File: src/rtl/serial_bit_source_pkg.sv
// Shared types and constants for the serial bit source that feeds the zero detector.
package serial_bit_source_pkg;

  typedef enum logic [1:0] {
    S_IDLE  = 2'd0,
    S_SHIFT = 2'd1,
    S_GAP   = 2'd2
  } state_t;

  localparam logic IDLE_LEVEL_DEFAULT = 1'b1;
  localparam int   GAP_CNT_W          = 8;

  // Keeps the bit counter at least one bit wide for degenerate widths.
  function automatic int cnt_width(input int width);
    return (width < 2) ? 1 : $clog2(width);
  endfunction

endpackage

File: src/rtl/serial_bit_source_piso_shift_reg.sv
// Parallel-in/serial-out register. It holds the bits still to be sent after the one on x_out,
// so the head bit of a freshly loaded word is presented combinationally on the load cycle.
module piso_shift_reg #(
  parameter int WIDTH     = 8,
  parameter bit MSB_FIRST = 1'b1
) (
  input  logic             clock,
  input  logic             reset,
  input  logic             load,
  input  logic             shift,
  input  logic [WIDTH-1:0] d,
  output logic             serial
);

  logic [WIDTH-1:0] sr;

  generate
    if (MSB_FIRST) begin : g_msb
      always_ff @(posedge clock or posedge reset) begin
        if (reset) begin
          sr <= '0;
        end else if (load) begin
          sr <= {d[WIDTH-2:0], 1'b0};
        end else if (shift) begin
          sr <= {sr[WIDTH-2:0], 1'b0};
        end
      end
      assign serial = load ? d[WIDTH-1] : sr[WIDTH-1];
    end else begin : g_lsb
      always_ff @(posedge clock or posedge reset) begin
        if (reset) begin
          sr <= '0;
        end else if (load) begin
          sr <= {1'b0, d[WIDTH-1:1]};
        end else if (shift) begin
          sr <= {1'b0, sr[WIDTH-1:1]};
        end
      end
      assign serial = load ? d[0] : sr[0];
    end
  endgenerate

endmodule

File: src/rtl/serial_bit_source.sv
// Serializes WIDTH-bit words onto x_out, one bit per clock, with an optional idle gap after
// each word. bit_valid and done let a checker align a downstream detector with the bits.
//
//  state   | meaning
//  S_IDLE  | x_out at IDLE_LEVEL, waiting for a load
//  S_SHIFT | word bit bit_cnt on x_out
//  S_GAP   | forced idle after a word, gap_cnt counts cycles
module serial_bit_source
  import serial_bit_source_pkg::*;
#(
  parameter int   WIDTH      = 8,
  parameter bit   MSB_FIRST  = 1'b1,
  parameter logic IDLE_LEVEL = IDLE_LEVEL_DEFAULT,
  parameter int   GAP_CYCLES = 0
) (
  input  logic             clock,
  input  logic             reset,
  input  logic [WIDTH-1:0] data_in,
  input  logic             load_valid,
  output logic             load_ready,
  output logic             x_out,
  output logic             bit_valid,
  output logic             busy,
  output logic             done
);

  localparam int                   CNT_W    = cnt_width(WIDTH);
  localparam logic [CNT_W-1:0]     LAST_BIT = CNT_W'(WIDTH - 1);
  localparam bit                   HAS_GAP  = (GAP_CYCLES > 0);
  localparam logic [GAP_CNT_W-1:0] LAST_GAP = HAS_GAP ? GAP_CNT_W'(GAP_CYCLES - 1) : '0;

  state_t                 state;
  logic [CNT_W-1:0]       bit_cnt;
  logic [GAP_CNT_W-1:0]   gap_cnt;
  logic [CNT_W-1:0]       bit_cnt_inc;
  logic                   accept;
  logic                   shift_en;
  logic                   next_bit;

  assign accept      = load_valid & load_ready;
  assign shift_en    = (state == S_SHIFT) && (bit_cnt != LAST_BIT);
  assign bit_cnt_inc = bit_cnt + CNT_W'(1);

  piso_shift_reg #(
    .WIDTH     (WIDTH),
    .MSB_FIRST (MSB_FIRST)
  ) u_piso (
    .clock  (clock),
    .reset  (reset),
    .load   (accept),
    .shift  (shift_en),
    .d      (data_in),
    .serial (next_bit)
  );

  always_ff @(posedge clock or posedge reset) begin
    if (reset) begin
      state      <= S_IDLE;
      bit_cnt    <= '0;
      gap_cnt    <= '0;
      x_out      <= IDLE_LEVEL;
      bit_valid  <= 1'b0;
      busy       <= 1'b0;
      done       <= 1'b0;
      load_ready <= 1'b1;
    end else begin
      case (state)
        S_IDLE: begin
          if (accept) begin
            state      <= S_SHIFT;
            bit_cnt    <= '0;
            x_out      <= next_bit;
            bit_valid  <= 1'b1;
            busy       <= 1'b1;
            done       <= 1'b0;
            load_ready <= 1'b0;
          end
        end

        S_SHIFT: begin
          if (bit_cnt != LAST_BIT) begin
            bit_cnt    <= bit_cnt_inc;
            x_out      <= next_bit;
            done       <= (bit_cnt_inc == LAST_BIT);
            // Without a gap the last bit cycle can already take the next word.
            load_ready <= !HAS_GAP && (bit_cnt_inc == LAST_BIT);
          end else if (HAS_GAP) begin
            state      <= S_GAP;
            bit_cnt    <= '0;
            gap_cnt    <= '0;
            x_out      <= IDLE_LEVEL;
            bit_valid  <= 1'b0;
            done       <= 1'b0;
            load_ready <= 1'b0;
          end else if (accept) begin
            bit_cnt    <= '0;
            x_out      <= next_bit;
            done       <= 1'b0;
            load_ready <= 1'b0;
          end else begin
            state      <= S_IDLE;
            bit_cnt    <= '0;
            x_out      <= IDLE_LEVEL;
            bit_valid  <= 1'b0;
            busy       <= 1'b0;
            done       <= 1'b0;
            load_ready <= 1'b1;
          end
        end

        S_GAP: begin
          if (gap_cnt == LAST_GAP) begin
            state      <= S_IDLE;
            gap_cnt    <= '0;
            busy       <= 1'b0;
            load_ready <= 1'b1;
          end else begin
            gap_cnt <= gap_cnt + GAP_CNT_W'(1);
          end
        end

        default: begin
          state      <= S_IDLE;
          bit_cnt    <= '0;
          gap_cnt    <= '0;
          x_out      <= IDLE_LEVEL;
          bit_valid  <= 1'b0;
          busy       <= 1'b0;
          done       <= 1'b0;
          load_ready <= 1'b1;
        end
      endcase
    end
  end

endmodule

File: config.mk
export PLATFORM = sky130hd
export DESIGN_NAME = serial_bit_source
export DESIGN_NICKNAME = d
export VERILOG_FILES = /design/src/rtl/serial_bit_source_pkg.sv /design/src/rtl/serial_bit_source_piso_shift_reg.sv /design/src/rtl/serial_bit_source.sv
export SDC_FILE = /design/constraint.sdc
export NUM_CORES = 1
export LEC_CHECK = 0
export ABC_CLOCK_PERIOD_IN_PS = 2100
export CAP_MARGIN = 20
export CORE_UTILIZATION = 45
export DETAILED_ROUTE_END_ITERATION = 8
export PLACE_DENSITY = 0.79
export SLEW_MARGIN = 20
export SYNTH_ARGS = -nofsm -noshare
export SYNTH_HDL_FRONTEND = slang
export SYNTH_SLANG_ARGS = --single-unit
export TNS_END_PERCENT = 1
File: constraint.sdc
create_clock -name clock -period 2.1 [get_ports clock]
set_input_delay 0.315 -clock clock [delete_from_list [all_inputs] [get_ports clock]]
set_output_delay 0.315 -clock clock [all_outputs]
set_load 0.005 [all_outputs]
==> impl_summary.md, run 1 <==
Floorplan
The height of the chip is 41.2 um. Row generation in the floorplan step produced 13 rows. The count of pins on the block boundary is 16. The floorplan step defined a core boundary enclosing 1370 um2.

The effective utilization at floorplan is 50.5%. The floorplan step set the die width to 41.2 um. The area of the die is 1700 um2.

Logic synthesis
Synthesis handed over a netlist of 66 instances. The number of nets in the synthesized netlist is 80. Counting flops and latches in the post-synthesis netlist gives 14.

In this run the mean area of a mapped cell was 10.5 um2. In this run the cell area of the synthesized design comes to 691 um2. During synthesis, Yosys emitted a total of 0 warnings. The portion of the post-synthesis area used by sequential elements is 51.1%. The count of cell types in the netlist is 19.

Clock tree
After clock tree synthesis, the clock-pin slew on the worst setup and hold paths is 80 ps. The clock sink count is 14. The number of clock buffers added by TritonCTS is 3. Hold repair after CTS inserted 0 buffers. The maximum level of the CTS H-tree is 1. For the worst-skew pair, the clock arrives at the later sink with an insertion delay of 270 ps. In this run, post-CTS repair resized a total of 0 instances. The TritonCTS clock tree is yes.

The maximum number of buffers from clock root to sink is 2. CTS placed an instance of clkbuf_4 at the clock tree root. The post-CTS setup buffer count is 0.

Flow run
The number of maximum-capacitance constraint violations is 0.

STA
The hold violation count in the final report came to 0. The final-layout setup total negative slack is 0 ps. The number of endpoints failing setup at the final stage is 0. Counting I/O delays and the setup requirement, the final critical path takes 1720 ps. The maximum clock frequency is 582 MHz. The final-report max-slew violation count is 0. The worst hold margin is 375 ps. The worst path meets setup with 381 ps of slack. Setup repair after global routing left no endpoint under its margin. Measured against its own limit, the worst slew margin works out to 64.8%.

At the pin with the least slew margin, the transition time is 527 ps. The ratio of final minimum period to clock period is 81.9%. The maximum clock skew at final layout is 1.01 ps.

Worst hold path
The kind of path behind the tightest hold check is in -> async.

Finish
The final layout net count is 95. Once layout is complete, the utilization of the core stands at 61.2%. The post-route netlist has 10.1% of its cells at a drive strength greater than 1.

Counting the fill cells in the layout gives 130. The synthesis-to-finish area growth is 21.0%. The number of antenna diodes is 0.

Worst setup path
The count of buffering cells on the critical path with inverters included is 1. On the critical path, the stage with the largest delay is an instance of clkdlybuf4s50_1. The delay of the slowest cell on the worst path is 580 ps.

STA puts the critical path data arrival time at 1400 ps. The highest net fanout along the worst path is 10. The register-to-register path setup slack is 670 ps.

STA classifies the critical path startpoint as a flop. The classification of the worst setup path is reg -> out. The worst setup path is captured at a primary output. Grouping stages by cell kind, the critical path spends the most delay in buffers and inverters. For the worst setup path, the data required time is 1780 ps. Traced cell by cell, the critical path runs through clkdlybuf4s50_1.

Power and ir drop
For this design the ratio of total power to cell area is 1350 nW/um2. The reported leakage power is 0.000380 uW. VDD sags by at most 0.000544 V.

Detailed routing
The iteration count of the initial detailed-routing pass is 2. The final route contains 479 vias. After detailed routing, the total wire length is 1140 um.

The post-route antenna net violation count is 0. The number of design rule violations left after detail routing is 0. The number of violations reported at the end of detailed-routing iteration 0 is 2. The average routed wire per standard cell is 12.1 um. After detailed routing, the number of vias per cell comes to 5.10.

Outcome
The flow ran to the end, and the final reports show no timing, DRC or antenna violations.

Placement
Routability-driven placement finished with a final weighted congestion of 0.675. Before CTS, the worst setup slack after placement is 647 ps. In this run the tool buffered the top-level ports with 15 buffer cells. Once detailed placement completed, the half-perimeter wirelength came to 809 um.

GRT
Entering global routing, the biggest net connects 18 pins. The initial antenna violation count is 0. The via count of the first global-routing pass is 441. The overall global routing resource usage is 17.4%.

The residual overflow from global routing is 0. The wire length of the first global-routing pass is 1860 um.
synth_stat cells:
master | n | area [um2]
and2_4 | 1 | 8.76
nand2_1 | 16 | 60.1
nand2b_4 | 1 | 13.8
buf_2 | 1 | 5.00
a21oi_1 | 2 | 10.0
buf_4 | 1 | 7.51
dfrtp_1 | 12 | 300
buf_6 | 3 | 33.8
o21ai_1 | 1 | 5.00
or3_1 | 1 | 6.26
mux2i_1 | 7 | 70.1
inv_1 | 3 | 11.3
o21ai_0 | 7 | 35.0
dfstp_2 | 2 | 52.6
ha_1 | 3 | 37.5
o22ai_1 | 2 | 12.5
a211oi_1 | 1 | 7.51
o21ai_2 | 1 | 8.76
nand3_1 | 1 | 5.00
report_power, final:
part           switching [uW]  internal [uW]
logic                     218            260
registers                94.1            408
clock network            80.1           66.3
total                     392            734
registers in the layout, summed over array words and instances (netlist names):
name / count
u_piso.sr: 7
x_out: 1
done: 1
bit_cnt: 3
state: 1
load_ready: 1
final timing paths:
| kind | cells past startpoint | endpoint | start |
|---|---|---|---|
| min reg2reg | 1 | bit_cnt[0]$_DFFE_PP0P_ | bit_cnt[0]$_DFFE_PP0P_ |
| max reg2reg | 5 | u_piso.sr[3]$_DFFE_PP0P_ | bit_cnt[0]$_DFFE_PP0P_ |
| min in group clock | 1 | bit_cnt[0]$_DFFE_PP0P_ | bit_cnt[0]$_DFFE_PP0P_ |
| min | 2 | u_piso.sr[5]$_DFFE_PP0P_ | reset |
| max in group asynchronous | 2 | load_ready$_DFFE_PP1P_ | reset |
| max | 1 | bit_valid | state[0]$_DFFE_PP0P_ |
stage by stage:
stage	cells	cell area (um2)	power, uW
after global routing	94	836	1230
after floorplan	66	691	878
after CTS	94	836	1140
after detailed placement	91	813	993
after global placement	91	813	973
final	94	836	1130
per-layer routing:
layer | global-route usage (%) | wire [um] | vias up
met3 | 3.26 | 34 | 2
met1 | 23.2 | 552 | 221
met5 | 0 | 0 | -
met2 | 26.2 | 539 | 8
met4 | 9.68 | 12 | 0
li1 | - | - | 248
cells in the final DEF, fill, tap and decap left out, drive strengths merged:
cell           instances
o22ai                  2
nand3                  1
inv                    3
mux2i                  7
dfstp                  2
a211oi                 1
dfrtp                 12
nand2                 16
ha                     3
clkbuf                 3
a21oi                  2
or3                    1
and2                   1
nand2b                 1
o21ai                  9
clkdlybuf4s50         15
layout make-up:
type	count	area [um2]	share of cell area (%)
repair buffers	15	150	18.0
clock buffers	3	22.5	2.69
inverters	3	11.3	1.35
multi-input cells	44	280	33.5
well taps	15	18.8	2.25
flip-flops and latches	14	353	42.2
kinds of logic after synthesis:
| kind of cell | count (synthesis) | share of synthesized area, % |
|---|---|---|
| simple gates | 20 | 13.6 |
| compound gates | 14 | 11.4 |
| flops | 14 | 51.1 |
| buf+inv | 8 | 8.33 |
| mux | 7 | 10.1 |
| fa+ha+maj | 3 | 5.44 |
No activity file was read; power rests on OpenSTA's default activity.
==> inputs of run 2 (changes only) <==
ABC_CLOCK_PERIOD_IN_PS = 1550   (was 2100)
CORE_ASPECT_RATIO = 0.8   (was default)
CORE_UTILIZATION = 42   (was 45)
PLACE_DENSITY = 0.78   (was 0.79)
clock period = 1.55 ns   (was 2.1 ns; I/O delays follow)
==> run 2 against run 1 <==
Effect of this change: die area is 6.9% higher; setup slack got worse by 320 ps; utilization fell by 1.5 points; register-to-register slack lost 550 ps; cell count is 8.5% higher; design area is 4.0% higher; hold slack worse by 98 ps; via count grew 1.0%; count of clock-buffer cells in the layout is 1 higher; largest power group is now combinational cells.
==> impl_summary.md, run 2 (synthesized netlist as in run 1, its figures left out) <==
Finish
The largest registers in the layout are u_piso.sr: 7 flops, bit_cnt: 3 flops. 0 antenna diodes ended up in the layout. u_piso.sr holds more flip-flops than any other register. Summing all non-filler instances in the final layout gives an area of 870 um2. Relative to the synthesized area, the layout overhead comes to 25.9%. In the final layout, the share of cells above drive strength 1 is 13.6%.

At the end of the flow, the number of nets in the layout was 96. The number of flip-flops under the largest register name is 7. The top cell types in the final layout, fill and taps aside, are 16 x nand2_1, 12 x clkdlybuf4s50_1, 11 x dfrtp_1. The library cell used most frequently in the layout, excluding fill and tap cells, is nand2_1.

Worst setup path
In this run the critical register-to-register path is captured at u_piso.sr[7]$_DFFE_PP0P_. Counting cells, the worst reg-to-reg path comes to 5. The top cell family by delay on the critical path is buffers and inverters. Data arrives at the worst endpoint at 1260 ps. Traced cell by cell, the critical path runs through clkdlybuf4s50_1. The startpoint type of the worst setup path is a flop. The register-to-register path setup slack is 120 ps.

The critical path is of the reg -> out type. The reg-to-reg startpoint is bit_cnt[0]$_DFFE_PP0P_. The endpoint type of the worst setup path is a primary output. The count of buffering cells on the critical path with inverters included is 1. The data required time at the worst endpoint is 1320 ps.

The cell with the largest stage delay on the worst path is clkdlybuf4s50_1. The highest net fanout along the worst path is 6. The delay of the slowest cell on the worst path is 540 ps.

Clock tree
The number of buffers inserted during clock tree synthesis is 3. The TritonCTS clock tree is yes. The later-pin clock latency in the skew report is 280 ps. In this run the number of H-tree levels came out at 1. The clock sink count is 14. The cell at the root of the clock tree is clkbuf_4.

The post-CTS setup buffer count is 0. The number of buffers added to fix hold violations after cts is 0. Counting along the longest clock path gives a buffer depth of 2. Clock-pin slew was measured on the worst setup and hold paths at 80 ps.

Floorplan
The count of pins on the block boundary is 16. For this configuration, the core starts out at a cell density of 47.4%. The width of the die is 47.3 um. The number of placement rows is 12. The core outline area is 1460 um2.

The die covers 1810 um2. The height of the chip is 38.3 um.

Placement
The setup slack after placement is 134 ps. The cell area after placement is 828 um2. Buffers placed on the I/O ports in this run total 15.

Routability-driven placement finished with a final weighted congestion of 0.725. The wire-length estimate of the detail-placed layout is 863 um.

Detailed routing
The detail route stage leaves a number of antenna-violating nets equal to 0. The iteration count of the initial detailed-routing pass is 3. The total routed wirelength is 1170 um. Dividing the detail-routed via count by the number of cells gives 4.75. The total number of vias is 484. After the first detailed-routing iteration, the DRC count stood at 2. The number of design rule violations left after detail routing is 0. The average routed wire per standard cell is 11.5 um.

STA
After layout, the worst path uses 96.1% of the clock period. The worst-case headroom to the max-slew limit is 65.7%. The maximum clock skew at final layout is 2.17 ps. The final-layout setup total negative slack is 0 ps. The hold violation count in the final report was 0. Timing would allow up to 671 MHz.

The number of endpoints failing setup at the final stage is 0. The worst hold margin is 277 ps. Setup repair after global routing left no endpoint under its margin. Counting I/O delays and the setup requirement, the final critical path takes 1490 ps.

After layout, the worst setup slack is 60.1 ps. The final-report max-slew violation count came to 0. The transition at the pin with the smallest max-transition slack is 513 ps.

Power and ir drop
For this design the ratio of total power to cell area is 1850 nW/um2. The reported leakage power is 0.000409 uW. The maximum VDD drop is 0.00112 V.

Outcome
The flow ran to the end, and the final reports show no timing, DRC or antenna violations.

GRT
The residual overflow from global routing is 0. The first global-routing pass estimated 2010 um of wire. Entering global routing, the biggest net connects 18 pins.

The initial antenna violation count is 0. The via count of the first global-routing pass was 459. Global routing used 17.4% of the available tracks.

Flow run
The number of maximum-capacitance constraint violations is 0.

Worst hold path
The kind of path behind the tightest hold check is in -> async.
-- run 2: changes by cell type in the layout (fill, tap and decap cells not counted), sizes merged --
| cell | change |
|---|---|
| dlygate4sd2 | +1 |
| clkbuf | +1 |
| buf | +1 |
| dlymetal6s2s | +2 |
| clkdlybuf4s50 | -3 |
-- run 2: layout make-up --
type                            instances  area (um2)
Clock buffer                            4        36.3
Fill cell                             140         587
Inverter                                3        11.3
Timing Repair Buffer                   16         161
Multi-Input combinational cell         44         280
Tap cell                               21        26.3
Sequential cell                        14         354
-- run 2: layer usage --
metal / vias up / wire (um) / share of wire [%] / global-route usage, %
li1: 248 / - / - / -
met4: 0 / 11 / 0.94 / 6.43
met1: 217 / 546 / 47 / 20.2
met2: 17 / 539 / 46 / 27.4
met5: - / 0 / 0 / 0
met3: 2 / 72 / 6.2 / 8.49
-- run 2: metrics by stage --
| stage | util (%) | std cells | power [uW] |
|---|---|---|---|
| floorplan | - | 66 | 1190 |
| global placement | 56.9 | 98 | 1340 |
| global route | 59.7 | 102 | 1750 |
| CTS | 59.4 | 102 | 1630 |
| finish | 59.7 | 102 | 1610 |
| detailed placement | 56.9 | 98 | 1380 |
-- run 2: report_power, final --
group          switching [uW]  leakage [uW]  internal (uW)
registers                 115      0.000171            555
logic                     326      0.000217            355
clock network             116     0.0000210            143
-- run 2: how the worst max path moves through the flow --
stage / from / end / slack (ps) / cells after the start
5_1_grt: state[0]$_DFFE_PP0P_ / busy / 4 / 1
4_1_cts: x_out$_DFFE_PP1P_ / x_out / 10 / 1
3_3_place_gp: bit_cnt[0]$_DFFE_PP0P_ / u_piso.sr[6]$_DFFE_PP0P_ / 180 / 5
2_1_floorplan: bit_cnt[0]$_DFFE_PP0P_ / u_piso.sr[3]$_DFFE_PP0P_ / 180 / 6
6_report: state[0]$_DFFE_PP0P_ / busy / 60 / 1
3_5_place_dp: bit_cnt[0]$_DFFE_PP0P_ / u_piso.sr[5]$_DFFE_PP0P_ / 130 / 5
-- run 2: repair_timing --
item	in CTS	in global routing
gates resized for setup	2	3
pin swaps	0	0
endpoints found under the setup margin	3	3
hold endpoints to repair	0	0
==> inputs of run 3 (changes only) <==
CORE_ASPECT_RATIO = default   (was 0.8)
CORE_UTILIZATION = 45   (was 42)
DONT_BUFFER_PORTS = 1   (was default)
PLACE_DENSITY = 0.68   (was 0.78)
==> run 3 against run 2 <==
Effect of this change: hold slack lost 220 ps; design area shrank 18%; utilization fell by 7.8 points; sequential power increased by 3.6%; critical endpoint is now u_piso.sr[4]$_DFFE_PP0P_.
==> impl_summary.md, run 3 (synthesized netlist as in run 1, its figures left out) <==
Power and ir drop
In this run the static leakage power is 0.000333 uW. The maximum VDD drop is 0.000981 V. In this run the power density over the cells is 2050 nW/um2.

Worst hold path
The endpoint with the worst hold slack is x_out$_DFFE_PP1P_. The worst hold path passes through 2 cells. The worst min-delay path startpoint is data_in[7]. The kind of path behind the tightest hold check is in -> reg.

STA
After routing, the total negative slack on setup checks comes to 0 ps. Setup violations remaining at the end of the flow were counted as 0. The worst path uses 92.1% of the clock period. The final-report max-slew violation count is 0. In this run the tightest slew margin relative to its limit is 64.2%. The maximum clock frequency is 701 MHz. The maximum clock skew at final layout is 2.10 ps.

The hold violation count in the final report is 0. The shortest clock period the worst path allows after layout is 1430 ps. Setup repair after global routing left no endpoint under its margin.

For the pin with the worst max-slew slack, the measured transition is 536 ps.

Worst setup path
Among the stages of the critical path, the cell type that occurs most often is ha_1. The data arrival time of the critical path is 1590 ps. At the worst endpoint, the required time is 1710 ps. In this run the register-to-register setup slack is 120 ps. The startpoint type of the worst setup path is a flop. The number of cells on the worst reg-to-reg path is 5. STA classifies the critical path endpoint as a flop. In this run the critical register-to-register path is launched from bit_cnt[0]$_DFFE_PP0P_.

The critical path goes through ha_1 > ha_1 > nand2b_4 > mux2i_1 > o21ai_0. The critical register-to-register path endpoint is u_piso.sr[4]$_DFFE_PP0P_. The delay of the slowest cell on the worst path is 420 ps. For this design, the slowest cell found on the critical path is dfrtp_1.

In this run the worst path has a maximum fanout of 12. The classification of the worst setup path is reg -> reg.

Finish
The final layout net count is 81. After filler insertion, the fill cell instance count of the layout stands at 130. In the layout the commonest cells are 16 x nand2_1, 12 x dfrtp_1, 7 x mux2i_1, 7 x o21ai_0. The synthesis-to-finish area growth is 2.72%. The largest registers in the layout are u_piso.sr: 7 flops, bit_cnt: 3 flops. The register with the most flip-flops in the layout has 7 of them. The share of layout cells above drive strength 1 is 13.6%. The most frequent standard cell in the layout excluding fill and tap cells is nand2_1.

The number of antenna diodes is 0. The count of cells in the finished layout, fillers not included, comes to 81. u_piso.sr holds more flip-flops than any other register.

Floorplan
In this run the count of I/O pins placed on the die edge is 16. The floorplan step defined a die boundary enclosing 1700 um2. Measured along the y axis, the die boundary spans 41.2 um.

Row generation in the floorplan step produced 13 rows. The floorplan step set the die width to 41.2 um. The core outline area is 1370 um2. The effective utilization at floorplan is 50.5%.

Clock tree
In this run, CTS created clock tree buffers numbering 3. Once the clock tree was built, the setup fixing pass inserted 0 buffers. The later-pin clock latency in the skew report is 280 ps. Counting every sink on the clock net gives 14.

The cell at the root of the clock tree is clkbuf_4. CTS built an H-tree with a depth of 1. The number of buffers added to fix hold violations after cts is 1. Clock-pin slew was measured on the worst setup and hold paths at 80 ps. The maximum number of buffers from clock root to sink is 2. TritonCTS built the clock tree. The post-cts sizing count is 0.

Detailed routing
The number of vias per cell is 5.27. The iteration count of the initial detailed-routing pass is 4. In this run the remaining antenna-violating nets after routing total 0.

After detailed routing, the average wire length per cell comes to 12.9 um. The number of design rule violations left after detail routing is 0. The final route contains 427 vias.

The number of violations reported at the end of detailed-routing iteration 0 is 3. After detailed routing, the total wire length is 1050 um.

Placement
The count of input and output buffers is 0. The weighted congestion at the end of routability-driven global placement is 0.738. The placed cell count is 76. Detailed placement ended at an HPWL of 723 um.

GRT
The first global-routing pass estimated 1440 um of wire. Global routing consumed, over all layers together, 14.0% of the routing resources. The initial antenna violation count was 0. The maximum number of pins on one net before global-route repair is 18. The via count of the first global-routing pass was 326. The residual overflow from global routing is 0.

Outcome
The flow ran to the end, and the final reports show no timing, DRC or antenna violations.

Flow run
The number of maximum-capacitance constraint violations is 0.
-- run 3: per-stage QoR --
| stage | utilization (%) | power, uW | area (um2) | worst slack [ps] | hold WS [ps] |
|---|---|---|---|---|---|
| floorplan | - | 1190 | 691 | 179 | 120 |
| global placement | 48.5 | 1190 | 663 | 167 | 184 |
| detailed placement | 48.5 | 1210 | 663 | 119 | 192 |
| CTS | 51.9 | 1470 | 709 | 115 | 52.3 |
| global route | 51.9 | 1590 | 709 | 28.8 | 48.1 |
| finish | 51.9 | 1450 | 709 | 123 | 53.8 |
-- run 3: metal layers --
layer | GRT usage (%) | wire length [um] | share of wire, %
met1 | 18.7 | 526 | 50
met2 | 17.2 | 450 | 43
met3 | 6.52 | 58 | 5.5
met4 | 9.68 | 12 | 1.1
met5 | 0 | 0 | 0
-- run 3: layout make-up --
type / count / area [um2] / area share [%]
Sequential cell: 14 / 353 / 49.7
Timing Repair Buffer: 1 / 10.0 / 1.41
Inverter: 3 / 11.3 / 1.59
Multi-Input combinational cell: 44 / 280 / 39.5
Clock buffer: 4 / 36.3 / 5.11
Tap cell: 15 / 18.8 / 2.65
-- run 3: power by group --
part	internal, uW	switching [uW]
registers	552	142
logic	237	262
clock network	143	118
total	933	522
-- run 3: worst max-delay path by stage --
stage	slack (ps)	endpoint	start	cells past startpoint
final	120	u_piso.sr[4]$_DFFE_PP0P_	bit_cnt[0]$_DFFE_PP0P_	5
after floorplan	180	u_piso.sr[3]$_DFFE_PP0P_	bit_cnt[0]$_DFFE_PP0P_	6
after CTS	120	u_piso.sr[7]$_DFFE_PP0P_	bit_cnt[0]$_DFFE_PP0P_	5
after global routing	30	u_piso.sr[4]$_DFFE_PP0P_	bit_cnt[0]$_DFFE_PP0P_	5
after detailed placement	120	u_piso.sr[7]$_DFFE_PP0P_	bit_cnt[0]$_DFFE_PP0P_	5
after global placement	170	u_piso.sr[4]$_DFFE_PP0P_	bit_cnt[0]$_DFFE_PP0P_	5
-- run 3: critical path, delay by kind of cell (launching register included) --
family                   cells  cell delay [ps]
multiplexers                 1              180
AND/OR/NAND/NOR              1              220
flip-flops                   1              420
AO/OA/AOI/OAI                1               80
adder cells (fa/ha/maj)      2              400
